`src/rtl/baby_store.sv`:
```
`timescale 1ns/1ps
// Main store for the Manchester Baby core: 32 x 32-bit words plus a byte-serial program loader.
// Latency: core reads are combinational; core and loader writes land on the rising edge.
// Backpressure: load_ready is high only in LOAD; while it is low the host must hold its byte.
module baby_store (
    input  logic        clock,
    input  logic        reset_i,
    input  logic [4:0]  ram_addr_i,
    input  logic        ram_rw_en_i,
    input  logic [31:0] ram_data_i,
    output logic [31:0] ram_data_o,
    input  logic        load_mode_i,
    input  logic        load_valid_i,
    input  logic [7:0]  load_byte_i,
    output logic        load_ready_o,
    output logic        load_done_o,
    output logic [7:0]  load_sum_o
);

    typedef enum logic [1:0] {
        IDLE = 2'd0,
        LOAD = 2'd1,
        DONE = 2'd2
    } state_t;

    state_t      state;
    state_t      next_state;
    logic [31:0] store [32];
    logic [1:0]  byte_cnt;
    logic [4:0]  word_addr;
    // Holds bytes 0..2 of the word being assembled; byte 3 goes straight
    // into the store together with these on the completing edge.
    logic [23:0] asm_reg;
    logic [7:0]  sum;
    logic        ready_q;
    logic        done_q;

    logic accept;
    logic word_fin;
    logic start;

    // A byte is only taken while the host still owns the write path, so a
    // byte offered in the same cycle load_mode drops is part of the discarded partial word.
    assign accept   = (state == LOAD) && load_mode_i && load_valid_i;
    assign word_fin = accept && (byte_cnt == 2'd3);
    assign start    = (state == IDLE) && load_mode_i;

    assign ram_data_o   = store[ram_addr_i];
    assign load_ready_o = ready_q;
    assign load_done_o  = done_q;
    assign load_sum_o   = sum;

    // Next-state logic for the loader.
    always_comb begin
        next_state = state;
        case (state)
            IDLE: if (load_mode_i) next_state = LOAD;
            LOAD: begin
                if (!load_mode_i)
                    next_state = IDLE;
                else if (word_fin && (word_addr == 5'd31))
                    next_state = DONE;
            end
            DONE: if (!load_mode_i) next_state = IDLE;
            default: next_state = IDLE;
        endcase
    end

    // State register; ready/done are registered copies of the next state decode.
    always_ff @(posedge clock) begin
        if (reset_i) begin
            state   <= IDLE;
            ready_q <= 1'b0;
            done_q  <= 1'b0;
        end else begin
            state   <= next_state;
            ready_q <= (next_state == LOAD);
            done_q  <= (next_state == DONE);
        end
    end

    // Loader datapath: byte assembly, counters and running checksum.
    always_ff @(posedge clock) begin
        if (reset_i || start) begin
            byte_cnt  <= 2'd0;
            word_addr <= 5'd0;
            asm_reg   <= 24'd0;
            sum       <= 8'd0;
        end else if (accept) begin
            case (byte_cnt)
                2'd0:    asm_reg[7:0]   <= load_byte_i;
                2'd1:    asm_reg[15:8]  <= load_byte_i;
                2'd2:    asm_reg[23:16] <= load_byte_i;
                default: asm_reg        <= asm_reg;
            endcase
            byte_cnt <= byte_cnt + 2'd1;
            sum      <= sum + load_byte_i;
            if (word_fin)
                word_addr <= word_addr + 5'd1;
        end
    end

    // Storage array; loader and core writes are exclusive because the
    // loader only writes while load_mode is high, which blocks the core.
    always_ff @(posedge clock) begin
        if (reset_i) begin
            for (int i = 0; i < 32; i++)
                store[i] <= 32'd0;
        end else if (word_fin) begin
            store[word_addr] <= {load_byte_i, asm_reg};
        end else if (ram_rw_en_i && !load_mode_i) begin
            store[ram_addr_i] <= ram_data_i;
        end
    end

endmodule

```
`config.mk`:
```
export PLATFORM = sky130hd
export DESIGN_NAME = baby_store
export DESIGN_NICKNAME = d
export VERILOG_FILES = /design/src/rtl/baby_store.sv
export SDC_FILE = /design/constraint.sdc
export NUM_CORES = 1
export LEC_CHECK = 0
export BUFFER_PORTS_ARGS = -buffer_cell sky130_fd_sc_hd__buf_2
export CAP_MARGIN = 20
export CORE_MARGIN = 5
export CORE_UTILIZATION = 43
export DETAILED_ROUTE_END_ITERATION = 8
export PLACE_DENSITY = 0.56
export SLEW_MARGIN = 40
export SYNTH_ARGS = -nofsm -noshare
export SYNTH_HDL_FRONTEND = slang
export SYNTH_SLANG_ARGS = --single-unit
```
`constraint.sdc`:
```
create_clock -name clock -period 5.1 [get_ports clock]
set_input_delay 0.255 -clock clock [delete_from_list [all_inputs] [get_ports clock]]
set_output_delay 0.255 -clock clock [all_outputs]
set_load 0.05 [all_outputs]
```
==> Word-level counts from Yosys, hierarchy flattened <==
Memories as Yosys holds them, arrays and structs flattened.
Index checks and enable logic that the tools add are counted.
{ "totals": {"regBits": 43, "latchBits": 0, "ramBits": 1024, "rom_bits": 0, "out_inout_bits": 42, "elab_cells": 57, "mem_count": 1} }
{ "op_classes": {"addsub": 3, "n_mul": 0, "div_mod_pow": 0, "magnitude_cmp": 0, "eq_ne": 8, "shift": 0, "mux": 20, "bitwise": 0, "n_reduce_logical": 16} }
{ "memory_table": {"columns": ["name", "words", "word_bits", "rd", "rd_clocked_by_memory_dff", "wr", "line_no", "source"], "rows": [
  ["store", 32, 32, 1, 0, 32, "28", "logic [31:0] store [32];"]
]} }
{ "op_table": {"columns": ["op", "n"], "rows": [
  ["$mux W32", 2],
  ["$reduce_or A32 Y1", 2],
  ["$mux W1", 11],
  ["$mux W5", 2],
  ["$add A8 B8 Y8", 1],
  ["$eq A2 B2 Y1 const B", 4],
  ["$mux W2", 4],
  ["$reduce_and A2 Y1", 4],
  ["$eq A2 B1 Y1 const B", 3],
  ["$logic_and A1 B1 Y1", 6],
  ["$pmux W2 S3", 1],
  ["$add A5 B1 Y5 const B", 1],
  ["$eq A5 B5 Y1 const B", 1],
  ["$logic_not A2 Y1", 2],
  ["$add A2 B1 Y2 const B", 1],
  ["$logic_not A1 Y1", 1],
  ["$logic_or A1 B1 Y1", 1]
]} }

==> Logic depth before layout (Yosys ltp) <==
Gate-level depths: netlist (run 1).
{ "depth": {"ltp_word": 10, "mapped_depth": 10} }

==> Worst setup path after synthesis (run 1) <==
No wires, ideal clock.
{ "synth_timing": {"kind": "flip-flop to flip-flop", "start": "register state[0]", "end": "memory store[11][0], enable pin", "setup_ns": 0.466, "arrival_ns": 3.982, "required_ns": 4.634, "slack_ns": 0.652, "path_stages_with_launch": 11, "period_less_slack_ns": 4.448, "cell_sequence": "dfxtp_1 and4b_1 buf_4 and2_1 buf_4 a32oi_1 or2_1 buf_2 buf_6 buf_2 o21ai_0"} }
{ "synth_lines": {"columns": ["element", "line_no", "source"], "rows": [
  ["start, declared", "26", "state_t state;"],
  ["start signal, assigned", "76", "state <= next_state;"],
  ["end, declared", "28", null]
]} }

==> results.ini, run 1 <==
[synthesis]
synth_top_cell_by_area=edfxtp_1
mappedNetlistNets=3207
ys.flop_type=edfxtp_1
warning_count_from_the_yosys_run=0
synth.area.top_cells=edfxtp_1 (63%), mux4_2 (15%), nor3_1 (8.4%), nor3_2 (4.1%), clkbuf_1 (2.0%)
synth_largest_type_area_fraction_pct=62.68
synth_edf_count=1024
synth-async-reset-ratio_pct=0
syn_inst=3143
avgSynthCellArea_sq_um=15.61
synth_register_bits=1067
synth.distinct_cells=44
mappedNetlistArea_sq_um=49060
synth-seq-area-share_pct=64.44

[routing]
avgRoutedWirePerCell_microns=30.38
total_wirelength_microns=142700
vias=29438
remaining_drcs=0
drt-vias-per-instance=6.267
antenna_left=0
drt-pass1-iter-count=6
initialDrtViolationCount=2894

[sta]
finalHoldViolations=0
maxClockFrequency_ghz=0.2605
grt_setup_unrepaired=no
final_period_minus_worst_setup_slack_ns=3.839
worst_slew_pin_slew_ns=0.9403
clock-skew-final_ns=0.04580
slew-limit-headroom_pct=37.31
final-max-slew-violation-count=0
timing.setup.tns_ns=0
timing.hold.ws_ns=0.06164
setup_violations=0
timing.final.crit_share_pct=75.27

[status]
run_status=complete, no violations

[setup_path]
startpoint_type=input pin
reg_to_reg_end=store[28][12]
timing.critical_path.fanout_max=60
critical_path.most_common_cell=buf_4
setup_slack_reg_to_reg_ns=1.38
arrival_ns=4.25
crit_path_cell_trace=dlygate4sd3_1 -> buf_2 -> nor3b_2 -> buf_4 -> o21ai_0 -> nand2_4 -> buf_4 -> buf_4 -> nor3_1
cp_data_required_time_ns=5.51
critical_path_class=input pin to flip-flop
critical_path.slowest_cell=buf_4
r2r_cells=7
rr_startpoint=state[0]
crit_path_end_kind=flip-flop
critPathMaxStageDelay_ns=0.68

[finish]
fin_area_sq_um=55770
utilization_pct=48.97
final_layout_size_suffix_gt1_share_pct=32.54
design.final.nets=3155
largest_register_ffs=1024
ff_latch_area_sq_um=31610
multi_input_area_sq_um=16180
syn_to_final_growth_pct=13.68
num-fill-cells=9616

[placement]
detailed_place_hpwl_microns=80680
dpl_cell_area_sq_um=51830
finalWeightedCongestion=0.8180
port_buffers=91

[clock_network]
ctsLongestPathBuffers=3
clock_latency_on_the_worst_skew_pair_ns=0.71
clk_pin_slew_worst_paths_ns=0.06
cts_tree=yes
clock_buffer_count_from_cts=113
h-tree-depth=3
numClockSinks=1067
clock-root-buffer=clkbuf_16

[global_route]
antenna_found_initial=5
met1_usage_pct=32.70
grt.met2_usage_pct=37.14
track_usage_pct=23.33
global_route_wire_length_before_repair_microns=208900
highest_utilization_routing_layer_at_the_global_route_stage=met2
global_route.usage.met3_pct=4.128
grt_overflow=0
grt_max_degree=120
first_global_vias=29939

[power]
leakagePower_nw=17.22
design_power_total_mw=19.78
worst_ir_drop_vdd_uv=314.2
pwr_density_cell_nw_per_um2=354.7

[worst_hold_path]
hold_depth=3
kind_of_path_behind_the_tightest_hold_check=input pin to flip-flop
min_to=store[18][16]
timing.hold.worst.start=ram_data_i[16]

[floorplan]
io_pins=92
die_h_microns=347.8
initial_utilization_pct=43.08
die_area_sq_um=120900
design.core.area_sq_um=113900
fp-row-count=124
die-width_microns=347.8

[flow_run]
cap_violations=0

## through the flow
step | cells | setup WS [ns]
floorplan | 3143 | 0.6523
global placement | 4428 | 1.114
detailed placement | 4466 | 1.029
CTS | 4687 | 1.205
global route | 4696 | 1.083
finish | 4697 | 1.261
## cell usage in the layout, fill, tap and decap left out, types with 7 or more instances in the layout
cell type      count
edfxtp_1        1024
nor3_1           827
mux4_2           320
nor3_2           200
clkbuf_16        114
buf_2             87
buf_4             83
nand2_1           46
dfxtp_1           43
a21oi_1           38
mux2_2            33
o21ai_4           32
mux2i_4           31
nand3_1           30
clkinv_1          29
buf_8             28
clkbuf_1          23
buf_6             22
buf_12            20
clkinv_2          19
ha_1              13
dlygate4sd3_1     13
nor2_1            11
bufinv_16         11
o21ai_0            8
a211oi_1           7
## worst max-delay path by stage
stage,start,endpoint,slack (ns)
final,reset_i,store[29][21],1.26
after global routing,reset_i,store[29][28],1.08
after CTS,reset_i,store[4][10],1.21
after detailed placement,reset_i,store[4][10],1.03
after global placement,reset_i,store[5][14],1.11
after floorplan,state[0],store[11][0],0.65
## Yosys cell counts, types with 2 or more instances
cell type / count
a211oi_1: 7
a21oi_1: 39
and3_1: 2
buf_1: 22
buf_2: 72
buf_4: 43
buf_6: 31
clkbuf_1: 258
dfxtp_1: 43
edfxtp_1: 1024
ha_1: 13
inv_1: 7
mux2_2: 33
mux2i_1: 33
mux4_2: 320
nand2_1: 52
nand2b_1: 8
nand3_1: 30
nand3b_1: 2
nor2_1: 11
nor3_1: 827
nor3_2: 200
o21a_1: 2
o21ai_0: 39
o21ai_1: 2
or2_1: 3
xnor2_1: 2
xor2_1: 2
## cell families (layout without fill, tap and decap cells)
| logic type | after synthesis | in the layout | synth area share (%) |
|---|---|---|---|
| DFF | 1067 | 1067 | 64.44 |
| other | 0 | 1 | 0 |
| and+or+nand+nor | 1143 | 1143 | 13.62 |
| AOI/OAI and AO/OA | 96 | 96 | 1.074 |
| muxes | 386 | 386 | 16.12 |
| buffers and inverters | 433 | 474 | 4.300 |
| adders and majority gates | 14 | 14 | 0.3724 |
| xor gates and xnor gates | 4 | 4 | 0.07143 |
## power breakdown
group          leakage, nW  internal (mW)  total, mW  switching, mW
Combinational         4.47          0.591       1.72           1.13
Clock                 1.76           4.65       8.14           3.49
Sequential            11.0           9.85       9.92         0.0735
Total                 17.2           15.1       19.8           4.69
## layout make-up
class | instances | share of cell area [%]
sequential | 1067 | 56.68
multi-input combinational | 1643 | 29.02
clock buffer | 137 | 5.270
timing repair buffer | 259 | 4.344
tap | 1512 | 3.392
clock inverter | 71 | 1.243
inverter | 7 | 0.04711
antenna | 1 | 0.004487
## per-layer routing
metal | share of wire (%) | up-vias
met5 | 0.033 | -
met4 | 3.7 | 6
met3 | 7.6 | 249
met2 | 48 | 1302
met1 | 41 | 15503
li1 | - | 12378
## what timing repair did
action | CTS | global route
hold endpoints to repair | 33 | 0
hold buffers | 13 | 0
resized for setup | 0 | 0
buffers inserted | 0 | 0
## critical path: cells and delay by family
kind            cells  cell delay (ns)
buf+inv             5             2.57
simple gates        3             0.88
compound gates      1             0.41
Power figures use the tool's default switching activity.
==> inputs of run 2 (changes only) <==
Clock period 5.1 ns to 3.7 ns, I/O delays scaled along.
==> results.ini, run 2 (synthesis results as in run 1) <==
[clock_network]
cts_tree=yes
clock-root-buffer=clkbuf_16
clk_pin_slew_worst_paths_ns=0.06
clock_latency_on_the_worst_skew_pair_ns=0.70
post_cts_resize_count=0
h-tree-depth=3
numClockSinks=1067
clock_buffer_count_from_cts=112
post-cts-setup-buffers=0
ctsLongestPathBuffers=3

[placement]
detailed_place_hpwl_microns=86400
placed_cells_incl_taps=4501
finalWeightedCongestion=0.8271
port_buffers=91
pre_cts_slack_ns=0.6025

[setup_path]
cp_data_required_time_ns=4.03
cp_top_family=simple AND/OR/NAND/NOR gates
crit_path_end_kind=flip-flop
timing.critical_path.fanout_max=19
rr_startpoint=state[0]
crit_buf_inv=2
crit_path_cell_trace=and4b_1 -> and2_1 -> a32oi_1 -> or2_4 -> buf_4 -> o21ai_4 -> buf_4
startpoint_type=flip-flop
r2r_cells=7
critical_path.most_common_cell=buf_4
arrival_ns=3.36
critical_path_class=flip-flop to flip-flop
critical_path.slowest_cell=dfxtp_1
setup_slack_reg_to_reg_ns=0.67
reg_to_reg_end=store[27][27]
critPathMaxStageDelay_ns=0.44

[floorplan]
fp-row-count=124
initial_utilization_pct=43.08
die_area_sq_um=120900
design.core.area_sq_um=113900
die-width_microns=347.8
io_pins=92
die_h_microns=347.8

[sta]
grt_setup_unrepaired=no
slew-limit-headroom_pct=42.06
setup_violations=0
timing.setup.tns_ns=0
timing.final.crit_share_pct=81.98
final_period_minus_worst_setup_slack_ns=3.033
layout_setup_ws_ns=0.6669
maxClockFrequency_ghz=0.3297
worst_slew_pin_slew_ns=0.8691
clock-skew-final_ns=0.02937
timing.hold.ws_ns=0.05911
finalHoldViolations=0
final-max-slew-violation-count=0

[finish]
multi_input_area_sq_um=16180
num-fill-cells=9675
design.final.nets=3179
layout_commonest_cell=edfxtp_1
syn_to_final_growth_pct=13.12
n_antenna_cell=0
most-common-layout-cells=edfxtp_1 (1024), nor3_1 (827), mux4_2 (320)
final_layout_size_suffix_gt1_share_pct=33.00
ff_latch_area_sq_um=31610
largest_register_ffs=1024
fin_cells=4709

[routing]
initialDrtViolationCount=3339
remaining_drcs=0
antenna_left=0
avgRoutedWirePerCell_microns=32.04
total_wirelength_microns=150900
vias=30148
drt-vias-per-instance=6.402
drt-pass1-iter-count=5

[status]
run_status=complete, no violations

[power]
p_int_mw=20.24
power.share.combinational_pct=8.9
leakagePower_nw=17.18
clock_power_share_pct=39.7
power_switching_mw=6.358
worst_ir_drop_vdd_uv=363.4
pwr_density_cell_nw_per_um2=479.4
p_seq_share_pct=51.4
switching_share_pct=23.90

[global_route]
grt_overflow=0
antenna_found_initial=2
grt_max_degree=94
track_usage_pct=24.70
global_route_wire_length_before_repair_microns=218400
first_global_vias=30557

[worst_hold_path]
timing.hold.worst.start=ram_data_i[7]
hold_depth=4
kind_of_path_behind_the_tightest_hold_check=input pin to flip-flop
min_to=store[23][7]

[flow_run]
cap_violations=0

run 2: cell count changes in the layout (fill, tap and decap cells not counted), sizes merged:
| cell | previous run | this run |
|---|---|---|
| clkinvlp | 6 | 0 |
| buf | 246 | 273 |
| diode | 1 | 0 |
| bufinv | 11 | 5 |
| dlygate4sd3 | 13 | 11 |
run 2: cell type report:
cell class | count | share of cell area (%)
clock buffers | 137 | 5.220
clock inverters | 59 | 0.8140
inverters | 7 | 0.04735
multi-input cells | 1643 | 29.16
flip-flops and latches | 1067 | 56.97
well taps | 1512 | 3.409
repair buffers | 284 | 4.386
run 2: power groups by stage:
stage               clock, mW  sequential (mW)  combinational (mW)
floorplan                   0             13.9                1.40
global placement            0             13.9                2.36
detailed placement          0             13.9                2.37
CTS                      10.7             13.7                2.39
global route             11.2             13.7                2.46
finish                   10.5             13.7                2.37
run 2: timing repair:
item | CTS | global route
endpoints found under the setup margin | 0 | 0
endpoints found under the hold margin | 31 | 0
hold buffers | 11 | 0
run 2: worst max path at each step:
stage | start | to | slack (ns) | cells after the start
6_report | state[0] | store[27][27] | 0.67 | 7
5_1_grt | state[0] | store[27][26] | 0.58 | 7
4_1_cts | state[0] | store[27][26] | 0.70 | 7
3_5_place_dp | reset_i | store[6][20] | 0.60 | 8
3_3_place_gp | reset_i | store[14][20] | 0.64 | 8
2_1_floorplan | state[0] | store[23][0] | -0.74 | 10
run 2: worst min-delay path, stage by stage:
cell and delay, ns:
buf_2 0.10, mux2i_4 0.07, buf_8 0.16, nor3_2 0.10
run 2: per-stage QoR:
| step | utilization, % | total power, mW | instance area (sq um) |
|---|---|---|---|
| CTS | 48.71 | 26.79 | 55470 |
| global route | 48.73 | 27.39 | 55490 |
| global placement | 45.64 | 16.26 | 51970 |
| floorplan | - | 15.31 | 49060 |
| detailed placement | 45.67 | 16.31 | 52010 |
| finish | 48.73 | 26.60 | 55490 |
run 2: routing by layer:
metal | vias up | routed length [microns] | share of wire [%] | track usage (%)
li1 | 12422 | - | - | -
met1 | 16045 | 60590 | 40 | 34.38
met5 | - | 34 | 0.023 | 0
met4 | 4 | 4029 | 2.7 | 6.547
met3 | 223 | 12590 | 8.3 | 4.096
met2 | 1454 | 73610 | 49 | 40.83
==> inputs of run 3 (changes only) <==
Settings changed: ABC_AREA set to 1.
Clock period 3.7 ns to 2.9 ns, I/O delays scaled along.
==> results.ini, run 3 <==
[status]
run_status=complete, no violations

[global_route]
grt_max_degree=99
track_usage_pct=26.30
antenna_found_initial=1
first_global_vias=36011
global_route_wire_length_before_repair_microns=239500
grt_overflow=0

[synthesis]
mappedNetlistNets=5201
synth.distinct_cells=31
synth_adder_area_share_pct=0.3744
synth-async-reset-ratio_pct=0
mappedNetlistArea_sq_um=48790
synth-seq-area-share_pct=64.79
post_synth_xor_area_fraction_pct=0.05386
warning_count_from_the_yosys_run=0
synth.area.top_cells=edfxtp_1 (63%), nand2_1 (12%), nand3_1 (8.3%), nor2_1 (5.8%), nor3_1 (3.0%)
synth_largest_type_area_fraction_pct=63.03
syn_inst=5137
synth_edf_count=1024
synth_register_bits=1067
yosys.area_share.simple_pct=29.09
compound_gate_fraction_of_synth_area_pct=1.236
synth_top_cell_by_area=edfxtp_1
ys.flop_type=edfxtp_1
count_leader_synth=nand2_1
synth_mux_area_share_pct=0.1436
avgSynthCellArea_sq_um=9.497
dominant_combinational_cell_family_by_area_after_synthesis=simple AND/OR/NAND/NOR gates
netlist_top_cells_count=nand2_1 (1533), edfxtp_1 (1024), nand3_1 (806)

[setup_path]
r2r_cells=8
critical_path_class=flip-flop to flip-flop
timing.critical_path.fanout_max=19
rr_startpoint=state[1]
cp_top_family=simple AND/OR/NAND/NOR gates
crit_buf_inv=2
cp_data_required_time_ns=3.26
startpoint_type=flip-flop
setup_slack_reg_to_reg_ns=0.26
crit_path_cell_trace=inv_1 -> nand2_1 -> nor2_4 -> nand2_1 -> o21ai_4 -> nand3_4 -> o21ai_4 -> buf_4
critical_path.slowest_cell=nand3_4
critPathMaxStageDelay_ns=0.48
reg_to_reg_end=store[13][28]
arrival_ns=3.00
crit_path_end_kind=flip-flop

[sta]
timing.final.crit_share_pct=91.00
final_period_minus_worst_setup_slack_ns=2.639
setup_violations=0
final-max-slew-violation-count=0
worst_slew_pin_slew_ns=0.9035
grt_setup_unrepaired=no
finalHoldViolations=0
layout_setup_ws_ns=0.2610
maxClockFrequency_ghz=0.3789
slew-limit-headroom_pct=39.54
clock-skew-final_ns=0.02594
timing.setup.tns_ns=0
timing.hold.ws_ns=0.04288

[worst_hold_path]
kind_of_path_behind_the_tightest_hold_check=input pin to flip-flop
min_to=store[25][10]
timing.hold.worst.start=ram_data_i[10]
hold_depth=3

[finish]
final_layout_size_suffix_gt1_share_pct=10.04
layout_commonest_cell=nand2_1
fin_area_sq_um=56260
num-fill-cells=10359
multi_input_area_sq_um=15590
ff_latch_area_sq_um=31610
n_antenna_cell=0
design.final.nets=5180
largest_register_ffs=1024
most-common-layout-cells=nand2_1 (1530), edfxtp_1 (1024), nand3_1 (804)
syn_to_final_growth_pct=15.32

[power]
p_int_mw=26.11
power.share.combinational_pct=10.2
p_seq_share_pct=50.2
clock_power_share_pct=39.6
worst_ir_drop_vdd_uv=587.4
power_switching_mw=8.684
switching_share_pct=24.95
pwr_density_cell_nw_per_um2=618.5
leakagePower_nw=21.20
design_power_total_mw=34.80

[routing]
total_wirelength_microns=161900
initialDrtViolationCount=4549
drt-pass1-iter-count=8
drt-vias-per-instance=5.649
vias=37902
remaining_drcs=0
antenna_left=0
avgRoutedWirePerCell_microns=24.12

[floorplan]
initial_utilization_pct=43.31
io_pins=92
die_area_sq_um=120300
die-width_microns=346.8
design.core.area_sq_um=112700
fp-row-count=123
die_h_microns=346.8

[clock_network]
ctsLongestPathBuffers=3
numClockSinks=1067
clk_pin_slew_worst_paths_ns=0.06
clock_latency_on_the_worst_skew_pair_ns=0.70
cts_tree=yes
post-cts-setup-buffers=0
h-tree-depth=3
clock_buffer_count_from_cts=113
clock-root-buffer=clkbuf_16

[placement]
finalWeightedCongestion=0.8529
pre_cts_slack_ns=0.02052
detailed_place_hpwl_microns=94760
port_buffers=91
dpl_cell_area_sq_um=52660

[flow_run]
cap_violations=0

[run 3: changes by cell type in the layout (fill, tap and decap cells not counted), sizes merged, moves of 6 or more]
| cell | previous run | this run |
|---|---|---|
| nand2b | 8 | 0 |
| o21ai | 41 | 76 |
| mux2i | 33 | 7 |
| nor2 | 11 | 759 |
| a211oi | 7 | 1 |
| nor3 | 1027 | 291 |
| nand2 | 52 | 1534 |
| clkinv | 51 | 38 |
| buf | 273 | 315 |
| mux4 | 320 | 0 |
| inv | 10 | 67 |
| clkbuf | 137 | 164 |
| mux2 | 33 | 0 |
| nand3 | 30 | 808 |
[run 3: per-layer routing]
metal,track usage [%],up-vias,share of wire (%)
met5,0,-,0
met4,8.227,0,3.1
met3,4.494,264,9.0
met2,41.37,1795,46
met1,37.59,18527,42
li1,-,17316,-
[run 3: worst reg2reg max path, delay by kind of cell, from the launching register on]
| family | cells | cell delay (ns) |
|---|---|---|
| simple gates | 4 | 0.79 |
| compound gates | 2 | 0.78 |
| flops | 1 | 0.31 |
| buf+inv | 2 | 0.39 |
[run 3: repair_timing]
action,CTS,global route
endpoints found under the hold margin,34,0
hold buffers,14,0
gates resized for setup,1,0
endpoints found under the setup margin,11,0
[run 3: area by class of cell]
class / instances / area share (%)
flip-flops and latches: 1067 / 56.19
multi-input cells: 3540 / 27.71
repair buffers: 329 / 6.167
clock buffers: 164 / 5.589
well taps: 1500 / 3.336
clock inverters: 45 / 0.5382
inverters: 65 / 0.4693
[run 3: how the worst max path moves through the flow]
stage               slack [ns]             to     start  depth (start not counted)
finish                    0.26  store[13][28]  state[1]                          8
global route              0.16  store[13][28]  state[1]                          8
CTS                       0.27  store[13][28]  state[1]                          8
detailed placement        0.02  store[13][28]  state[1]                          8
global placement          0.04  store[13][28]  state[1]                          8
floorplan                -0.40    store[1][0]  state[1]                          8
[run 3: cell families (layout without fill, tap and decap cells)]
| family | after synthesis | after routing |
|---|---|---|
| adder cells (fa/ha/maj) | 14 | 14 |
| AO/OA/AOI/OAI | 115 | 115 |
| flip-flops | 1067 | 1067 |
| XOR/XNOR | 3 | 3 |
| AND/OR/NAND/NOR | 3401 | 3401 |
| buffers and inverters | 530 | 603 |
| multiplexers | 7 | 7 |
[run 3: power groups by stage]
stage          clock network, mW  registers, mW  logic, mW
2_1_floorplan                  0           17.8       1.84
3_5_place_dp                   0           17.8       3.50
6_report                    13.8           17.5       3.53
5_1_grt                     14.6           17.5       3.77
4_1_cts                     14.0           17.5       3.53
3_3_place_gp                   0           17.8       3.47
[run 3: per-stage QoR]
| step | cells | utilization [%] |
|---|---|---|
| detailed placement | 6487 | 46.75 |
| global placement | 6482 | 46.67 |
| CTS | 6710 | 49.94 |
| finish | 6710 | 49.94 |
| global route | 6710 | 49.94 |
| floorplan | 5137 | - |
